==> config.mk <==
export PLATFORM = sky130hd
export DESIGN_NAME = safecrack_lock_fsm
export DESIGN_NICKNAME = d
export VERILOG_FILES = /design/src/rtl/safecrack_pkg.sv /design/src/rtl/btn_edge_detect.sv /design/src/rtl/safecrack_lock_fsm.sv
export SDC_FILE = /design/constraint.sdc
export NUM_CORES = 1
export LEC_CHECK = 0
export BUFFER_PORTS_ARGS = -buffer_cell sky130_fd_sc_hd__buf_2
export CAP_MARGIN = 25
export CORE_UTILIZATION = 37
export CTS_BUF_LIST = sky130_fd_sc_hd__clkbuf_16
export DETAILED_ROUTE_END_ITERATION = 10
export PLACE_DENSITY = 0.59
export SLEW_MARGIN = 25
export SYNTH_ARGS = -nofsm -noshare
export SYNTH_HDL_FRONTEND = slang
export SYNTH_SLANG_ARGS = --single-unit
==> constraint.sdc <==
create_clock -name clk -period 3.5 [get_ports clk]
set_input_delay 0.7 -clock clk [delete_from_list [all_inputs] [get_ports clk]]
set_output_delay 0.7 -clock clk [all_outputs]
set_load 0.02 [all_outputs]
==> src/rtl/safecrack_pkg.sv <==
// Shared types and helpers for the safecrack lock.
//   state_t       : one-hot FSM state encoding (ENTRY, ERROR, SUCCESS, LOCKOUT)
//   ms_to_cycles(): milliseconds to clock cycles for a given clock frequency
//   thermometer() : n lowest bits set, returned in a wide vector for callers to cast down
package safecrack_pkg;

  typedef enum logic [3:0] {
    StEntry   = 4'b0001,
    StError   = 4'b0010,
    StSuccess = 4'b0100,
    StLockout = 4'b1000
  } state_t;

  localparam int unsigned ThermoW = 64;

  function automatic int unsigned ms_to_cycles(input int unsigned clk_hz, input int unsigned ms);
    return (clk_hz / 1000) * ms;
  endfunction

  function automatic int unsigned max_u(input int unsigned a, input int unsigned b);
    return (a > b) ? a : b;
  endfunction

  function automatic logic [ThermoW-1:0] thermometer(input int unsigned n);
    logic [ThermoW-1:0] t;
    t = '0;
    for (int i = 0; i < ThermoW; i++) begin
      if ($unsigned(i) < n) t[i] = 1'b1;
    end
    return t;
  endfunction

endpackage

==> src/rtl/btn_edge_detect.sv <==
// Converts raw active-low buttons to active-high and flags press (rising) edges.
//   clk      : system clock
//   rst      : synchronous active-high reset; clears history so a held button
//              reports an edge on the first cycle after reset
//   btn_n    : raw buttons, active-low, already synchronised
//   btn_edge : one-cycle high on each newly pressed button
module btn_edge_detect #(
  parameter int unsigned W = 4
) (
  input  logic         clk,
  input  logic         rst,
  input  logic [W-1:0] btn_n,
  output logic [W-1:0] btn_edge
);

  logic [W-1:0] pos;
  logic [W-1:0] btn_prev_d, btn_prev_q;

  assign pos = ~btn_n;

  always_comb begin
    btn_prev_d = pos;
  end

  always_ff @(posedge clk) begin
    if (rst) begin
      btn_prev_q <= '0;
    end else begin
      btn_prev_q <= btn_prev_d;
    end
  end

  assign btn_edge = pos & ~btn_prev_q;

endmodule

==> src/rtl/safecrack_lock_fsm.sv <==
// N-button code lock with programmable code, inactivity timeout and failure lockout.
//   clk        : system clock
//   rst        : synchronous active-high reset
//   btn        : raw active-low buttons
//   code_in    : replacement code, digit i at [i*BW +: BW]
//   prog_en    : rising edge while in SUCCESS writes code_in into the code register
//   prog_ack   : one-cycle pulse when the code register is written
//   led_green  : entry progress (thermometer) / all ones on success
//   led_red    : failure count (thermometer) in ERROR / all ones in LOCKOUT
//   locked_out : high while in LOCKOUT
//   fail_cnt   : consecutive failure count
module safecrack_lock_fsm
  import safecrack_pkg::*;
#(
  parameter int unsigned     NUM_BTN         = 4,
  parameter int unsigned     CODE_LEN        = 4,
  parameter int unsigned     LED_W           = 10,
  parameter int unsigned     CLK_HZ          = 50_000_000,
  parameter int unsigned     ERROR_MS        = 3000,
  parameter int unsigned     SUCCESS_MS      = 5000,
  parameter int unsigned     LOCKOUT_MS      = 10000,
  parameter int unsigned     IDLE_TIMEOUT_MS = 8000,
  parameter int unsigned     MAX_FAILS       = 3,
  parameter bit              IMMEDIATE_ERR   = 1'b1,
  parameter longint unsigned DEFAULT_CODE    = 64'h1B
) (
  input  logic                                  clk,
  input  logic                                  rst,
  input  logic [NUM_BTN-1:0]                    btn,
  input  logic [CODE_LEN*$clog2(NUM_BTN)-1:0]   code_in,
  input  logic                                  prog_en,
  output logic                                  prog_ack,
  output logic [LED_W-1:0]                      led_green,
  output logic [LED_W-1:0]                      led_red,
  output logic                                  locked_out,
  output logic [$clog2(MAX_FAILS+1)-1:0]        fail_cnt
);

  localparam int unsigned BW    = $clog2(NUM_BTN);
  localparam int unsigned CodeW = CODE_LEN * BW;
  localparam int unsigned IdxW  = (CODE_LEN > 1) ? $clog2(CODE_LEN) : 1;
  localparam int unsigned FcW   = $clog2(MAX_FAILS + 1);

  localparam int unsigned ErrCycI  = ms_to_cycles(CLK_HZ, ERROR_MS);
  localparam int unsigned SuccCycI = ms_to_cycles(CLK_HZ, SUCCESS_MS);
  localparam int unsigned LockCycI = ms_to_cycles(CLK_HZ, LOCKOUT_MS);
  localparam int unsigned IdleCycI = ms_to_cycles(CLK_HZ, IDLE_TIMEOUT_MS);
  localparam int unsigned MaxCyc   = max_u(max_u(ErrCycI, SuccCycI), max_u(LockCycI, IdleCycI));
  localparam int unsigned TimerW   = (MaxCyc < 1) ? 1 : $clog2(MaxCyc + 1);

  localparam logic [TimerW-1:0] ErrCyc  = TimerW'(ErrCycI);
  localparam logic [TimerW-1:0] SuccCyc = TimerW'(SuccCycI);
  localparam logic [TimerW-1:0] LockCyc = TimerW'(LockCycI);
  localparam logic [TimerW-1:0] IdleCyc = TimerW'(IdleCycI);
  localparam bit                IdleEn  = (IDLE_TIMEOUT_MS != 0);

  localparam logic [IdxW-1:0]  LastIdx    = IdxW'(CODE_LEN - 1);
  localparam logic [FcW-1:0]   MaxFailsM1 = FcW'(MAX_FAILS - 1);
  localparam logic [CodeW-1:0] ResetCode  = CodeW'(DEFAULT_CODE);

  if (CODE_LEN + 1 > LED_W) begin : g_chk_code_len
    $error("CODE_LEN+1 must not exceed LED_W");
  end
  if (MAX_FAILS > LED_W || MAX_FAILS < 1) begin : g_chk_max_fails
    $error("MAX_FAILS must be within 1..LED_W");
  end
  if (NUM_BTN < 2) begin : g_chk_num_btn
    $error("NUM_BTN must be at least 2");
  end

  state_t            state_d, state_q;
  logic [IdxW-1:0]   digit_idx_d, digit_idx_q;
  logic              err_flag_d, err_flag_q;
  logic [FcW-1:0]    fail_cnt_d, fail_cnt_q;
  logic [TimerW-1:0] timer_d, timer_q;
  logic [CodeW-1:0]  code_reg_d, code_reg_q;
  logic              prog_prev_d, prog_prev_q;
  logic              prog_ack_d, prog_ack_q;

  logic [NUM_BTN-1:0] btn_edge;
  logic               digit_evt;
  logic               wrong;
  logic [BW-1:0]      btn_idx;
  logic [BW-1:0]      exp_digit;
  logic               go_fail;

  btn_edge_detect #(
    .W (NUM_BTN)
  ) u_btn_edge (
    .clk      (clk),
    .rst      (rst),
    .btn_n    (btn),
    .btn_edge (btn_edge)
  );

  // Digit decode: anything but a single edge on the expected button is wrong.
  always_comb begin
    btn_idx = '0;
    for (int i = 0; i < NUM_BTN; i++) begin
      if (btn_edge[i]) btn_idx = BW'(i);
    end
    exp_digit = code_reg_q[32'(digit_idx_q)*BW +: BW];
    digit_evt = |btn_edge;
    wrong     = !($onehot(btn_edge) && (btn_idx == exp_digit));
  end

  always_comb begin
    state_d     = state_q;
    digit_idx_d = digit_idx_q;
    err_flag_d  = err_flag_q;
    fail_cnt_d  = fail_cnt_q;
    timer_d     = timer_q;
    code_reg_d  = code_reg_q;
    prog_prev_d = prog_en;
    prog_ack_d  = 1'b0;
    go_fail     = 1'b0;

    unique case (state_q)
      StEntry: begin
        if (digit_evt) begin
          timer_d = IdleCyc;
          if ((IMMEDIATE_ERR && wrong) || (digit_idx_q == LastIdx)) begin
            digit_idx_d = '0;
            err_flag_d  = 1'b0;
            if (err_flag_q || wrong) begin
              go_fail = 1'b1;
            end else begin
              state_d    = StSuccess;
              timer_d    = SuccCyc;
              fail_cnt_d = '0;
            end
          end else begin
            digit_idx_d = digit_idx_q + 1'b1;
            if (wrong) err_flag_d = 1'b1;
          end
        end else if (IdleEn && (digit_idx_q != '0)) begin
          // Abandoned entry: start over without counting a failure.
          if (timer_q == '0) begin
            digit_idx_d = '0;
            err_flag_d  = 1'b0;
          end else begin
            timer_d = timer_q - 1'b1;
          end
        end
      end

      StError: begin
        if (timer_q == '0) begin
          state_d     = StEntry;
          digit_idx_d = '0;
          err_flag_d  = 1'b0;
          timer_d     = IdleCyc;
        end else begin
          timer_d = timer_q - 1'b1;
        end
      end

      StSuccess: begin
        if (prog_en && !prog_prev_q) begin
          code_reg_d = code_in;
          prog_ack_d = 1'b1;
        end
        if (timer_q == '0) begin
          state_d     = StEntry;
          digit_idx_d = '0;
          err_flag_d  = 1'b0;
          timer_d     = IdleCyc;
        end else begin
          timer_d = timer_q - 1'b1;
        end
      end

      StLockout: begin
        if (timer_q == '0) begin
          state_d     = StEntry;
          digit_idx_d = '0;
          err_flag_d  = 1'b0;
          fail_cnt_d  = '0;
          timer_d     = IdleCyc;
        end else begin
          timer_d = timer_q - 1'b1;
        end
      end

      default: begin
        state_d     = StEntry;
        digit_idx_d = '0;
        err_flag_d  = 1'b0;
        timer_d     = '0;
      end
    endcase

    if (go_fail) begin
      if (fail_cnt_q == MaxFailsM1) begin
        state_d = StLockout;
        timer_d = LockCyc;
      end else begin
        state_d    = StError;
        timer_d    = ErrCyc;
        fail_cnt_d = fail_cnt_q + 1'b1;
      end
    end
  end

  always_ff @(posedge clk) begin
    if (rst) begin
      state_q     <= StEntry;
      digit_idx_q <= '0;
      err_flag_q  <= 1'b0;
      fail_cnt_q  <= '0;
      timer_q     <= '0;
      code_reg_q  <= ResetCode;
      prog_prev_q <= 1'b0;
      prog_ack_q  <= 1'b0;
    end else begin
      state_q     <= state_d;
      digit_idx_q <= digit_idx_d;
      err_flag_q  <= err_flag_d;
      fail_cnt_q  <= fail_cnt_d;
      timer_q     <= timer_d;
      code_reg_q  <= code_reg_d;
      prog_prev_q <= prog_prev_d;
      prog_ack_q  <= prog_ack_d;
    end
  end

  always_comb begin
    led_green  = '0;
    led_red    = '0;
    locked_out = 1'b0;
    unique case (state_q)
      StEntry:   led_green = LED_W'(thermometer(32'(digit_idx_q) + 32'd1));
      StError:   led_red   = LED_W'(thermometer(32'(fail_cnt_q)));
      StSuccess: led_green = '1;
      StLockout: begin
        led_red    = '1;
        locked_out = 1'b1;
      end
      default: begin
        led_green = '0;
      end
    endcase
  end

  assign prog_ack = prog_ack_q;
  assign fail_cnt = fail_cnt_q;

endmodule

==> metrics.txt <==
status=finished, final reports clean; Post-Synth Simple-Gate Area=27.1%; Seq. cell area=1040 um^2; Vias=3151; unrepaired setup endpoints after global routing=no; CTS tree=done; CP arrival=3480 ps; count leader, synth=nor2_1; drt pass-1 iters=5; clock sink count=52; design area=3670 um^2; H-tree lvl count=2; I/O Buffers=38; hold buffer count at cts=0; max-slew violations=0; worst slew pin tran=854 ps; maxcap violations=0; CP Max Fanout=5; WL/cell=15.7 um; register area share after synthesis=33.2%; Power Density=around 940 nW/um^2; final setup margin=202 ps; post-synthesis mux area share=1.43%; Clock transition at path regs=roughly 70 ps; Fmax achieved=0.303 GHz; Synth top cells by count=nor2_1 (54), dfxtp_1 (52), nand2_1 (36), a21oi_1 (32), o21ai_0 (22); RePlAce Congestion=0.866; initial drt markers=between 200 and 300; R2R Setup Slk=roughly 350 ps; filler cell count=about 800; Final Critical Period=3300 ps; post-synth top area share=33.2%; first-pass GRT wire length=roughly 14000 um; Skew-Pair Late Insertion Delay=around 290 ps; Syn Inst Count=402; Antenna Cells=0; Netlist cell types=between 60 and 70; number of global-route vias before repair=between 2000 and 3000; largest cells by area after synthesis=dfxtp_1 (33%), nor2_1 (6.5%), a21oi_1 (5.1%); initial antenna violation count=0; Clock Skews=5.47 ps; Pwr Total=3.46 mW; compound-cell area share of the yosys netlist=25.1%; Synth Flop Type=dfxtp_1; DIE HEIGHT=94.1 um; Non-Filler Instances=549; Die X=94.1 um; Worst setup EP type=flip-flop; setup TNS=0 ps; largest net degree at the start of global routing=between 40 and 50; Mapped Avg Cell Area=roughly 8 um^2; CORE AREA=8220 um^2; Post-DP Area=3500 um^2; Avg Vias per Cell=5.74; GRT Overall Usage=roughly a fifth; Boundary Pins=39; Inserted Clock Buffers=5; EDFF count, synth=0; final setup vio count=0; initial core utilization=38.2%; pre-CTS WS=-145 ps; CP Launch Type=input port; Adder-Cell Fraction of Synth Area=approximately 4.2%; post-route clock period utilization=94.2%; detailed placement HPWL=roughly 6000 um; hold slack=about 460 ps; Leak=between 1.5 and 2 nW; FFs w/ async S/R, synth=0%; critical path class=in2reg; XOR/XNOR share of the synthesized area=between 1.5 and 2%; largest family of logic cells by synthesized area=simple AND/OR/NAND/NOR gates; final-report hold violation count=0; syn nets=427; Congestion Overflow GR=0; Worst Path Required=3690 ps; DRC=0; VDD IR max=roughly 0.00032 V; antenna-violating nets left=0; NumNets Final=around 470; Post-Place Cells=approximately 540; most area-hungry cell type in the Yosys netlist=dfxtp_1; Area growth syn-to-layout=17.0%; Root Buffer=clkbuf_16; Synth Register Bits=52; Max Root-Sink Buffers=2; share of post-route cells with drive strength above 1=19.6%; yosys warns=0; Final Core Density=44.7%; hold crit path type=reg2reg; Netlist Area Pre-Place=3140 um^2; Rows=33; area of the multi-input gates=1880 um^2; die area=8860 um^2; Post-Route WL=between 8000 and 9000 um; relative slew slack=43.0%
[flip-flops by register name (all words and copies together) (netlist names)]
name and cells:
prog_prev_q 1, fail_cnt 2, u_btn_edge.btn_prev_q 4, timer_q 29, state_q 4, code_reg_q 8
err_flag_q 1, digit_idx_q 2, prog_ack 1
[placed cells by master, fill, tap and decap left out, types with 3 or more instances in the layout]
cell type and n:
or4_1 3, nand3b_1 5, clkbuf_16 5, a211oi_1 3, nor3_1 17, nand2_1 36, nor4_1 6, o21a_1 3
a22oi_1 4, nand2b_1 4, ha_1 9, nor2_1 54, o211ai_1 3, o21ai_1 3, or3_1 5, nand3_1 8
buf_2 38, o31ai_1 3, buf_4 23, a221oi_1 3, o32ai_1 4, o311ai_0 3, o21ai_0 22, and2_1 4
a21oi_1 31, a31oi_1 6, a21o_1 4, nand4b_1 3, dfxtp_1 52, or2_2 4, inv_1 19, xor2_1 6
[metal layers]
| metal | global-route usage (%) | up-vias | share of wire (%) |
|---|---|---|---|
| li1 | - | 1543 | - |
| met1 | 27.0 | 1475 | 48 |
| met2 | 33.4 | 112 | 45 |
| met3 | 3.48 | 21 | 5.1 |
| met4 | 7.31 | 0 | 2.1 |
| met5 | 0 | - | 0 |
[cells by family (layout without fill, tap and decap cells)]
family,after synthesis,in the layout
and+or+nand+nor,166,166
AOI/OAI and AO/OA,118,118
DFF,52,52
buffers and inverters,47,89
adders and majority gates,10,10
xor gates and xnor gates,7,7
muxes,2,2
[final timing paths]
check                           startpoint            end  depth (start not counted)
setup / recovery                    btn[3]    timer_q[28]                         12
hold / removal               code_reg_q[6]  code_reg_q[6]                          2
setup reg to reg  u_btn_edge.btn_prev_q[3]    timer_q[28]                         11
hold reg to reg              code_reg_q[6]  code_reg_q[6]                          2
[critical path, cell delays in order]
cell	delay, ps
buf_2	100
nor2_1	180
fa_1	450
ha_1	190
ha_1	260
or3b_2	500
a21oi_1	130
nand2_1	100
a21oi_2	180
nor2_1	110
or3_1	410
o32ai_1	180
[cell type report]
class,count,area share [%]
clock inverters,3,1.06
well taps,105,3.58
repair buffers,62,10.4
flip-flops and latches,52,28.3
clock buffers,5,3.41
multi-input cells,303,51.2
inverters,19,1.94
[power breakdown]
| part | internal [mW] | leakage [nW] | switching [mW] |
|---|---|---|---|
| clock | 0.334 | 0.0850 | 0.225 |
| sequential | 0.741 | 0.426 | 0.155 |
| combinational | 0.810 | 1.02 | 1.19 |
| total | 1.89 | 1.53 | 1.57 |
[timing repair]
action | in CTS | in global routing
setup endpoints to repair | 0 | 7
hold endpoints to repair | 0 | 0
setup buffers | 0 | 0
resized for setup | 0 | 2
Note: power is estimated with default switching activity, not from simulation.
